$ cat src/rtl/fir_capture_buf.sv
// Triggered capture buffer for the LP/HP/BP/MA FIR outputs, with a one-sample-per-cycle readback port.
// Optional running min/max of the captured window: define FIR_CAP_MINMAX_EN.
module fir_capture_buf #(
  parameter int DATA_W = 16,
  parameter int DEPTH  = 32,
  parameter int ADDR_W = 5
) (
  input  logic                     clk,
  input  logic                     rst_n,
  input  logic signed [DATA_W-1:0] lp_in,
  input  logic signed [DATA_W-1:0] hp_in,
  input  logic signed [DATA_W-1:0] bp_in,
  input  logic signed [DATA_W-1:0] ma_in,
  input  logic                     in_valid,
  input  logic [1:0]               ch_sel,
  input  logic                     trig_mode,
  input  logic signed [DATA_W-1:0] threshold,
  input  logic                     arm,
  output logic                     busy,
  output logic                     done,
  input  logic                     rd_en,
  output logic signed [DATA_W-1:0] rd_data,
  output logic                     rd_valid,
  output logic                     rd_last
`ifdef FIR_CAP_MINMAX_EN
  ,
  output logic signed [DATA_W-1:0] cap_min,
  output logic signed [DATA_W-1:0] cap_max
`endif
);

  typedef enum logic [1:0] {S_IDLE, S_ARMED, S_CAPTURE, S_DONE} state_t;
  localparam logic [ADDR_W-1:0] LAST_ADDR = ADDR_W'(DEPTH - 1);

  state_t                   state_q, state_d;
  logic [1:0]               ch_q, ch_d;
  logic                     mode_q, mode_d;
  logic signed [DATA_W-1:0] thr_q, thr_d;
  logic signed [DATA_W-1:0] prev_q, prev_d;
  logic                     prev_vld_q, prev_vld_d;
  logic [ADDR_W-1:0]        wr_ptr_q, wr_ptr_d;
  logic [ADDR_W-1:0]        rd_ptr_q, rd_ptr_d;
  logic                     busy_q, busy_d, done_q, done_d;
  logic                     rd_valid_q, rd_valid_d, rd_last_q, rd_last_d;
  logic signed [DATA_W-1:0] rd_data_q;
  logic signed [DATA_W-1:0] samp;
  logic                     arm_take, trig_hit, mem_we, rd_issue;
  logic [DATA_W-1:0]        mem [DEPTH];

  always_comb begin
    unique case (ch_q)
      2'd0:    samp = lp_in;
      2'd1:    samp = hp_in;
      2'd2:    samp = bp_in;
      default: samp = ma_in;
    endcase
  end

  // arm is honoured everywhere except mid-capture; in DONE it wins over rd_en.
  assign arm_take = arm && (state_q != S_CAPTURE);
  assign trig_hit = in_valid && (!mode_q || (prev_vld_q && (prev_q < thr_q) && (samp >= thr_q)));

  always_comb begin
    // NOTE: every output of this block gets a default first, so no path can infer a latch.
    state_d    = state_q;
    ch_d       = ch_q;
    mode_d     = mode_q;
    thr_d      = thr_q;
    prev_d     = prev_q;
    prev_vld_d = prev_vld_q;
    wr_ptr_d   = wr_ptr_q;
    rd_ptr_d   = rd_ptr_q;
    rd_valid_d = 1'b0;
    rd_last_d  = 1'b0;
    mem_we     = 1'b0;
    rd_issue   = 1'b0;
    if (arm_take) begin
      ch_d       = ch_sel;
      mode_d     = trig_mode;
      thr_d      = threshold;
      wr_ptr_d   = '0;
      rd_ptr_d   = '0;
      prev_vld_d = 1'b0;
      state_d    = S_ARMED;
    end else begin
      unique case (state_q)
        S_ARMED: begin
          if (trig_hit) begin
            mem_we   = 1'b1;
            wr_ptr_d = wr_ptr_q + 1'b1;
            state_d  = S_CAPTURE;
          end else if (in_valid) begin
            prev_d     = samp;
            prev_vld_d = 1'b1;
          end
        end
        S_CAPTURE: begin
          if (in_valid) begin
            mem_we   = 1'b1;
            wr_ptr_d = wr_ptr_q + 1'b1;
            if (wr_ptr_q == LAST_ADDR) state_d = S_DONE;
          end
        end
        S_DONE: begin
          if (rd_en) begin
            rd_issue   = 1'b1;
            rd_valid_d = 1'b1;
            rd_ptr_d   = rd_ptr_q + 1'b1;
            if (rd_ptr_q == LAST_ADDR) begin
              rd_last_d = 1'b1;
              state_d   = S_IDLE;
            end
          end
        end
        default: ;
      endcase
    end
    busy_d = (state_d == S_ARMED) || (state_d == S_CAPTURE);
    done_d = (state_d == S_DONE);
  end

  always_ff @(posedge clk) begin
    // NOTE: sequential state uses non-blocking assignments so every flop samples pre-edge values.
    if (!rst_n) begin
      state_q    <= S_IDLE;
      ch_q       <= '0;
      mode_q     <= 1'b0;
      thr_q      <= '0;
      prev_q     <= '0;
      prev_vld_q <= 1'b0;
      wr_ptr_q   <= '0;
      rd_ptr_q   <= '0;
      busy_q     <= 1'b0;
      done_q     <= 1'b0;
      rd_valid_q <= 1'b0;
      rd_last_q  <= 1'b0;
      rd_data_q  <= '0;
    end else begin
      state_q    <= state_d;
      ch_q       <= ch_d;
      mode_q     <= mode_d;
      thr_q      <= thr_d;
      prev_q     <= prev_d;
      prev_vld_q <= prev_vld_d;
      wr_ptr_q   <= wr_ptr_d;
      rd_ptr_q   <= rd_ptr_d;
      busy_q     <= busy_d;
      done_q     <= done_d;
      rd_valid_q <= rd_valid_d;
      rd_last_q  <= rd_last_d;
      if (rd_issue) rd_data_q <= mem[rd_ptr_q];
    end
  end

  // NOTE: the sample RAM has no reset; its contents are only observable after a full capture.
  always_ff @(posedge clk) begin
    if (mem_we) mem[wr_ptr_q] <= samp;
  end

  assign busy     = busy_q;
  assign done     = done_q;
  assign rd_data  = rd_data_q;
  assign rd_valid = rd_valid_q;
  assign rd_last  = rd_last_q;

`ifdef FIR_CAP_MINMAX_EN
  logic signed [DATA_W-1:0] cap_min_q, cap_min_d, cap_max_q, cap_max_d;

  // Only the ARMED->CAPTURE write lands on address 0, so it seeds both extremes.
  always_comb begin
    cap_min_d = cap_min_q;
    cap_max_d = cap_max_q;
    if (arm_take) begin
      cap_min_d = '0;
      cap_max_d = '0;
    end else if (mem_we && (wr_ptr_q == '0)) begin
      cap_min_d = samp;
      cap_max_d = samp;
    end else if (mem_we) begin
      if (samp < cap_min_q) cap_min_d = samp;
      if (samp > cap_max_q) cap_max_d = samp;
    end
  end

  always_ff @(posedge clk) begin
    if (!rst_n) begin
      cap_min_q <= '0;
      cap_max_q <= '0;
    end else begin
      cap_min_q <= cap_min_d;
      cap_max_q <= cap_max_d;
    end
  end

  assign cap_min = cap_min_q;
  assign cap_max = cap_max_q;
`endif

endmodule

$ cat config.mk
export PLATFORM = sky130hd
export DESIGN_NAME = fir_capture_buf
export DESIGN_NICKNAME = d
export VERILOG_FILES = /design/src/rtl/fir_capture_buf.sv
export SDC_FILE = /design/constraint.sdc
export NUM_CORES = 1
export LEC_CHECK = 0
export BUFFER_PORTS_ARGS = -buffer_cell sky130_fd_sc_hd__buf_2
export CAP_MARGIN = 20
export CORE_ASPECT_RATIO = 0.75
export CORE_MARGIN = 1
export CORE_UTILIZATION = 50
export DETAILED_ROUTE_END_ITERATION = 8
export MAX_ROUTING_LAYER = met4
export PLACE_DENSITY = 0.67
export SLEW_MARGIN = 5
export SYNTH_ARGS = -nofsm -noshare
export SYNTH_HDL_FRONTEND = slang
export SYNTH_SLANG_ARGS = --single-unit
$ cat constraint.sdc
create_clock -name clk -period 11.1 [get_ports clk]
set_input_delay 2.22 -clock clk [delete_from_list [all_inputs] [get_ports clk]]
set_output_delay 2.22 -clock clk [all_outputs]
set_load 0.02 [all_outputs]
After elaboration in Yosys (flattened, before gate mapping)
Memories as Yosys holds them, arrays and structs flattened. A register that Yosys moved wholly into a read port is not among the register bits.
Cells that the tools add are included.
Word-level totals
  output and inout bits: 20
  latch bits: 0
  memory bits (read-only): 0
  memories kept: 1
  RAM bits: 512
  flip-flop bits (word level): 52
Memories
  mem: depth 32, bits a word 16, rd ports 1, clocked after memory_dff 1, write ports 1, line 48  | logic [DATA_W-1:0] mem [DEPTH];
Cells by class
  bitwise gates (word level): 5
  divide/modulo/power cells: 0
  reductions and logical operators: 16
  mux-type cells: 21
  shift operators: 0
  $add $sub $neg: 2
  multipliers: 0
  equality and inequality tests: 13
  $lt $le $gt $ge: 2
Operator list (number)
  16-bit one-hot mux with 3 select lines: 1
  16-bit greater-or-equal comparator: 1
  16-bit < comparator: 1
  2-bit two-way mux: 6
  5-bit by 1-bit adder with 5-bit output (second input constant): 2
  2-bit equality test (second input constant): 5
  5-bit equality test (second input constant): 2
  5-bit two-way mux: 2
  5-bit one-hot mux with 2 select lines: 1
  1-bit two-way mux: 9
  2-bit by 1-bit equality test with 1-bit output (second input constant): 3
  2-bit inequality test (second input constant): 3
  2-bit one-hot mux with 3 select lines: 1
  3-bit AND reduction: 2
  1-bit inverter: 5
  1-bit logical AND: 4
  4-bit AND reduction: 1
  4-bit OR reduction: 1
  1-bit zero test: 2
  2-bit zero test: 1
  1-bit logical OR: 2
  1-bit one-hot mux with 2 select lines: 1
  2-bit AND reduction: 1
  2-bit nonzero test: 1
  2-bit OR reduction: 1

Depth between registers and ports, before layout
  depth in word-level cells: 11
  depth in mapped cells: 13

Least setup slack after synthesis
OpenSTA, ideal clock, no wires.
  path type: input port to flip-flop
  start point: in ma_in[15]
  end point: mem mem[0][0] (enable)
  setup time: 0.413 ns
  slack: 4.707 ns
  arrival time: 5.980 ns
  stages on the path: 10
  required time: 10.687 ns
  cells stage by stage: mux4_2 -> ha_1 -> nand4_1 -> or3_4 -> o311ai_1 -> and4b_4 -> o21ai_2 -> a21boi_2 -> buf_2 -> nor3b_1
On the way
  word-level cells in the longest chain between the ends: 10
Ends and longest elaborated chain
  start, declared: line 13  | input logic signed [DATA_W-1:0] ma_in,
  16-bit one-hot mux with 3 select lines: line 51  | unique case (ch_q)
  16-bit greater-or-equal comparator: line 61  | assign trig_hit = in_valid && (!mode_q || (prev_vld_q && (prev_q < thr_q) && (samp >= thr_q)));
  1-bit logical AND: line 61
  1-bit logical OR: line 61
  1-bit logical AND: line 61
  1-bit two-way mux: line 88  | if (trig_hit) begin
  1-bit one-hot mux with 2 select lines: line 86  | unique case (state_q)
  1-bit two-way mux: line 77  | if (arm_take) begin
  1-bit two-way mux: line 157  | if (mem_we) mem[wr_ptr_q] <= samp;
  1-bit two-way mux (not written as such): line 157
  end, declared: line 48
No other way between the ends.

Worst setup path in the final report
  start point: in ma_in[15]
  end point: mem mem[4][8] (enable)
On the way
  word-level cells in the longest chain between the ends: 10
Ends and longest elaborated chain
  16-bit one-hot mux with 3 select lines: line 51
  named net samp[15]: line 46  | logic signed [DATA_W-1:0] samp;
  16-bit greater-or-equal comparator: line 61
  1-bit logical AND: line 61
  1-bit logical OR: line 61
  1-bit logical AND: line 61
  1-bit two-way mux: line 88
  1-bit one-hot mux with 2 select lines: line 86
  1-bit two-way mux: line 77
  1-bit two-way mux: line 157
  1-bit two-way mux (not written as such): line 157
The timed path passes the listed nets, and every way through them passes these cells.

==> run summary <==
The logs give 0 ps for the post-route setup TNS and 12570 for the via count of the first global-routing pass. For the switching power, the log shows 0.0009465 W. OpenSTA, run right after detailed placement, puts the worst setup slack at 4491 ps.

The synthesized area divided by synthesized cell count came out at 18.03 um^2. The die footprint is 0.04833 mm^2. The die is 190.6 um tall.

TritonCTS created 55 clock buffers. The first detailed-routing pass took 7 iterations. The number of standard cells in the final layout excluding fillers was 2130.

For the final database, setup skew stands at 16.66 ps. The wire length after detailed routing is 55.76 mm, and the number of levels in the clock H-tree is 2. The cell area that synthesis handed to floorplanning was 0.02372 mm^2.

The logs give 1267 for the initial DRC count and 8.645 nW for the leakage power total. After technology mapping, the gate count stands at 1316. The via count was 12750; the cell area power density was 167.4 mW/mm^2.

Across the whole layout, storage elements account for 0.01675 mm^2. Once layout is done, the placed cells without fillers occupy 0.02714 mm^2. Setup violations remaining at the end of the flow were counted as 0. The count of input and output buffers is 107, and the number of max-capacitance violations reported is 0. The worst pin sits at a relative slew slack of 32.24%. The total of warnings raised by yosys is 0. The total DRC errors in the routed layout is 0. Post-CTS repair changed the size of 0 cells. The run gives 0.003597 W as the total internal power.

The required time of the worst setup path is 11390 ps, and the cell depth of the worst flop-to-flop path is 12. Fill cells in the final layout number 3470. The final critical-path setup slack is 5092 ps. The tools report the maximum operating frequency as 166.4 MHz. The number of distinct library cells after synthesis is 51. The instance count on the critical path is 12.

The worst hold path passes through 2 cells. The run gives 1447 as the post-synth net total. The cell with the most instances on the worst path was sky130_fd_sc_hd__buf_4. The max-slew violation count was 0. The x dimension of the die works out to 253.5 um. The floorplan has 68 rows. For the I/O pin count, the log shows 108. Net switching is 20.83% of the power.

The number of flops mapped to enable cells by yosys was 512. Total setup buffers inserted after CTS: 0. Layout-stage area growth over the synthesis result: 14.39%. The tools report the kind of start point of the critical path as an input pin. The repair_antennas step left the layout with diodes totalling 0. Counting flops with an async set or reset pin after synthesis yields a share of 0%. The estimated wirelength of the detail-placed design is 33.85 mm.

Per report_power, the clock group accounts for 42.2% of the total. The number of nets in the layout was 1585. For this run the aggregate overflow at the end of global routing stands at 0. Setup repair after global routing left no endpoint under its margin.

The actual transition at the worst max-transition pin was 1016 ps; the sequential cell area fraction in the yosys report was 70.55%. The count of nets left with antenna violations once routing finished came out at 0. In this run, post-CTS hold repair placed 0 buffers. The sink count of the clock tree was 580; the fraction of power consumed by combinational cells was 4.5%. The cell class contributing the biggest share of worst-path delay was simple AND/OR/NAND/NOR gates. For the instance area at placement, the log shows 0.02527 mm^2. Walking the worst path, the cells encountered are buf_2 -> mux4_2 -> ha_1 -> nand4_1 -> or3_4 -> a211o_1 -> and4b_4 -> o21ai_2 -> a21boi_4 -> buf_4 -> nor3b_2 -> buf_4. The sum of buffers and inverters on the critical path is 3, and the share of cells above drive strength 1 is 27.07%. Among all stages on the critical path, the largest delay is contributed by sky130_fd_sc_hd__mux4_2. The minimum period implied by the final worst setup slack was 6008 ps; the global-route wire length before repair was 82.32 mm.

The critical path arrival is 6300 ps, and the core outline area is 0.04637 mm^2. The class of the tightest hold or removal check is flip-flop to flip-flop. The critical path is of the input pin to flip-flop type. The design draws 0.004543 W.

The number of antenna violations at the first check in global routing came out at 1. The number of hold-slack violations in the final timing report is 0. The longest clock path from root to sink contains 3 buffers.

After layout, the worst path uses 54.13% of the clock period. The initial standard-cell utilization of the core is 51.16%, and the via-per-instance ratio is 5.986. The clock transition at the registers of the reported paths was 60 ps; the routability-driven placement congestion ratio was 0.8382. Of all nets on the critical path, the largest fanout is 34. The average detailed-routed wire length per instance came out at 26.18 um. Entering global routing, the biggest net connects 109 pins. The flow ran to the end, and the final reports show no timing, DRC or antenna violations.

The element type at the critical path end is a flip-flop. Per report_power, the sequential group accounts for 53.3% of the total. Biggest cell delay along the critical path: 810 ps. Summing all multi-input logic gate instances after layout gives 0.006744 mm^2.

The worst-case IR drop observed on VDD is 0.1236 mV. The predominant post-synthesis flop cell is sky130_fd_sc_hd__edfxtp_1. TritonCTS built the clock tree.

The logs give 24.45% for the combined global-route utilization of all metal layers and 2026 for the total instance count after detailed placement. Flip-flop and latch count after synthesis: 580. The cell at the root of the clock tree is sky130_fd_sc_hd__clkbuf_16. The run gives 590 ps as the clock insertion delay at the later pin of the skew report.
registers in the layout, summed over array words and instances, names as in the netlist, 2 cells and up:
| register | flops |
|---|---|
| prev_q | 16 |
| rd_data | 16 |
| rd_ptr_q | 5 |
| ch_q | 2 |
| wr_ptr_q | 5 |
| state_q | 2 |
| mem | 512 |
| thr_q | 16 |
routing by layer:
| metal | track usage, % | vias up | share of wire, % | routed length (um) |
|---|---|---|---|---|
| li1 | - | 5589 | - | - |
| met5 | - | - | 0 | 0 |
| met3 | 5.242 | 64 | 8.3 | 4638 |
| met1 | 35.30 | 6639 | 45 | 24970 |
| met2 | 35.95 | 459 | 45 | 25190 |
| met4 | 5.245 | 0 | 1.7 | 958 |
tightest hold or removal path, cell delays in order, from the launching register on:
cell and delay (ps):
sky130_fd_sc_hd__dfxtp_1 310, sky130_fd_sc_hd__nand2_1 50, sky130_fd_sc_hd__a21oi_1 50
path summary, 6_finish.rpt:
| check | to | slack (ps) | start |
|---|---|---|---|
| worst max-delay path | mem[4][8] | 5090 | ma_in[15] |
| worst min-delay path | thr_q[4] | 460 | thr_q[4] |
| worst max register to register | mem[4][8] | 6060 | ch_q[0] |
| worst min register to register | thr_q[4] | 460 | thr_q[4] |
logic make-up (layout without fill, tap and decap cells):
| family | count (synthesis) | count (layout) | synth area share (%) |
|---|---|---|---|
| xor+xnor | 3 | 3 | 0.1108 |
| compound gates | 139 | 139 | 4.003 |
| mux | 237 | 237 | 16.86 |
| fa+ha+maj | 43 | 43 | 2.268 |
| flops | 580 | 580 | 70.55 |
| buf+inv | 98 | 282 | 1.746 |
| simple gates | 216 | 216 | 4.462 |
synth_stat cells, types with 24 or more instances:
cell type | number | area, um^2
sky130_fd_sc_hd__a211oi_1 | 24 | 180.2
sky130_fd_sc_hd__ha_1 | 43 | 538.0
sky130_fd_sc_hd__nand2_1 | 104 | 390.4
sky130_fd_sc_hd__buf_2 | 31 | 155.2
sky130_fd_sc_hd__o221ai_1 | 24 | 210.2
sky130_fd_sc_hd__a21oi_1 | 50 | 250.2
sky130_fd_sc_hd__nor2_1 | 30 | 112.6
sky130_fd_sc_hd__dfxtp_1 | 68 | 1361
sky130_fd_sc_hd__inv_1 | 25 | 93.84
sky130_fd_sc_hd__edfxtp_1 | 512 | 15370
sky130_fd_sc_hd__clkbuf_1 | 35 | 131.4
sky130_fd_sc_hd__nor3b_1 | 32 | 240.2
sky130_fd_sc_hd__mux2i_1 | 107 | 1071
sky130_fd_sc_hd__mux4_2 | 130 | 2928
power groups by stage:
stage	combinational [W]	clock, W	sequential, W
after floorplan	0.000112	0	0.00247
after global placement	0.000192	0	0.00247
after detailed placement	0.000199	0	0.00247
after CTS	0.000199	0.00194	0.00242
after global routing	0.000221	0.00203	0.00242
final	0.000204	0.00192	0.00242
area by class of cell:
cell class / instances / area share (%)
clock inverters: 25 / 1.134
inverters: 25 / 0.3458
multi-input cells: 638 / 24.85
flip-flops and latches: 580 / 61.72
repair buffers: 154 / 3.394
clock buffers: 78 / 5.653
well taps: 630 / 2.905
per-stage QoR:
step	utilization (%)	hold WS, ps
finish	58.52	458.0
global route	58.52	478.4
CTS	58.46	458.1
detailed placement	54.49	448.9
global placement	54.44	446.6
floorplan	-	433.0
cell usage in the layout, fill, tap and decap left out, types with 3 or more instances in the layout:
cell                        netlist  final
sky130_fd_sc_hd__a211oi_1        24     24
sky130_fd_sc_hd__a21o_1           3      3
sky130_fd_sc_hd__a21oi_1         50     50
sky130_fd_sc_hd__and2_1           4      4
sky130_fd_sc_hd__and3_1           4      4
sky130_fd_sc_hd__buf_2           31    107
sky130_fd_sc_hd__buf_4            0     45
sky130_fd_sc_hd__bufinv_16        0      7
sky130_fd_sc_hd__clkbuf_1        35     17
sky130_fd_sc_hd__clkbuf_16        0     56
sky130_fd_sc_hd__clkbuf_8         0      5
sky130_fd_sc_hd__clkinv_1         0      8
sky130_fd_sc_hd__clkinv_2         0      7
sky130_fd_sc_hd__dfxtp_1         68     65
sky130_fd_sc_hd__dfxtp_4          0      3
sky130_fd_sc_hd__edfxtp_1       512    512
sky130_fd_sc_hd__ha_1            43     43
sky130_fd_sc_hd__inv_1           25     25
sky130_fd_sc_hd__mux2i_1        107    107
sky130_fd_sc_hd__mux4_2         130    130
sky130_fd_sc_hd__nand2_1        104    104
sky130_fd_sc_hd__nand2b_1         4      4
sky130_fd_sc_hd__nand3_1         12     12
sky130_fd_sc_hd__nand4_1          7      7
sky130_fd_sc_hd__nor2_1          30     29
sky130_fd_sc_hd__nor2b_1          6      5
sky130_fd_sc_hd__nor3_1           5      5
sky130_fd_sc_hd__nor3b_2          0     32
sky130_fd_sc_hd__o211ai_1         3      3
sky130_fd_sc_hd__o21a_1           5      5
sky130_fd_sc_hd__o221ai_1        24     24
sky130_fd_sc_hd__o22ai_1         12     12
(Power assumes the default switching activity.)
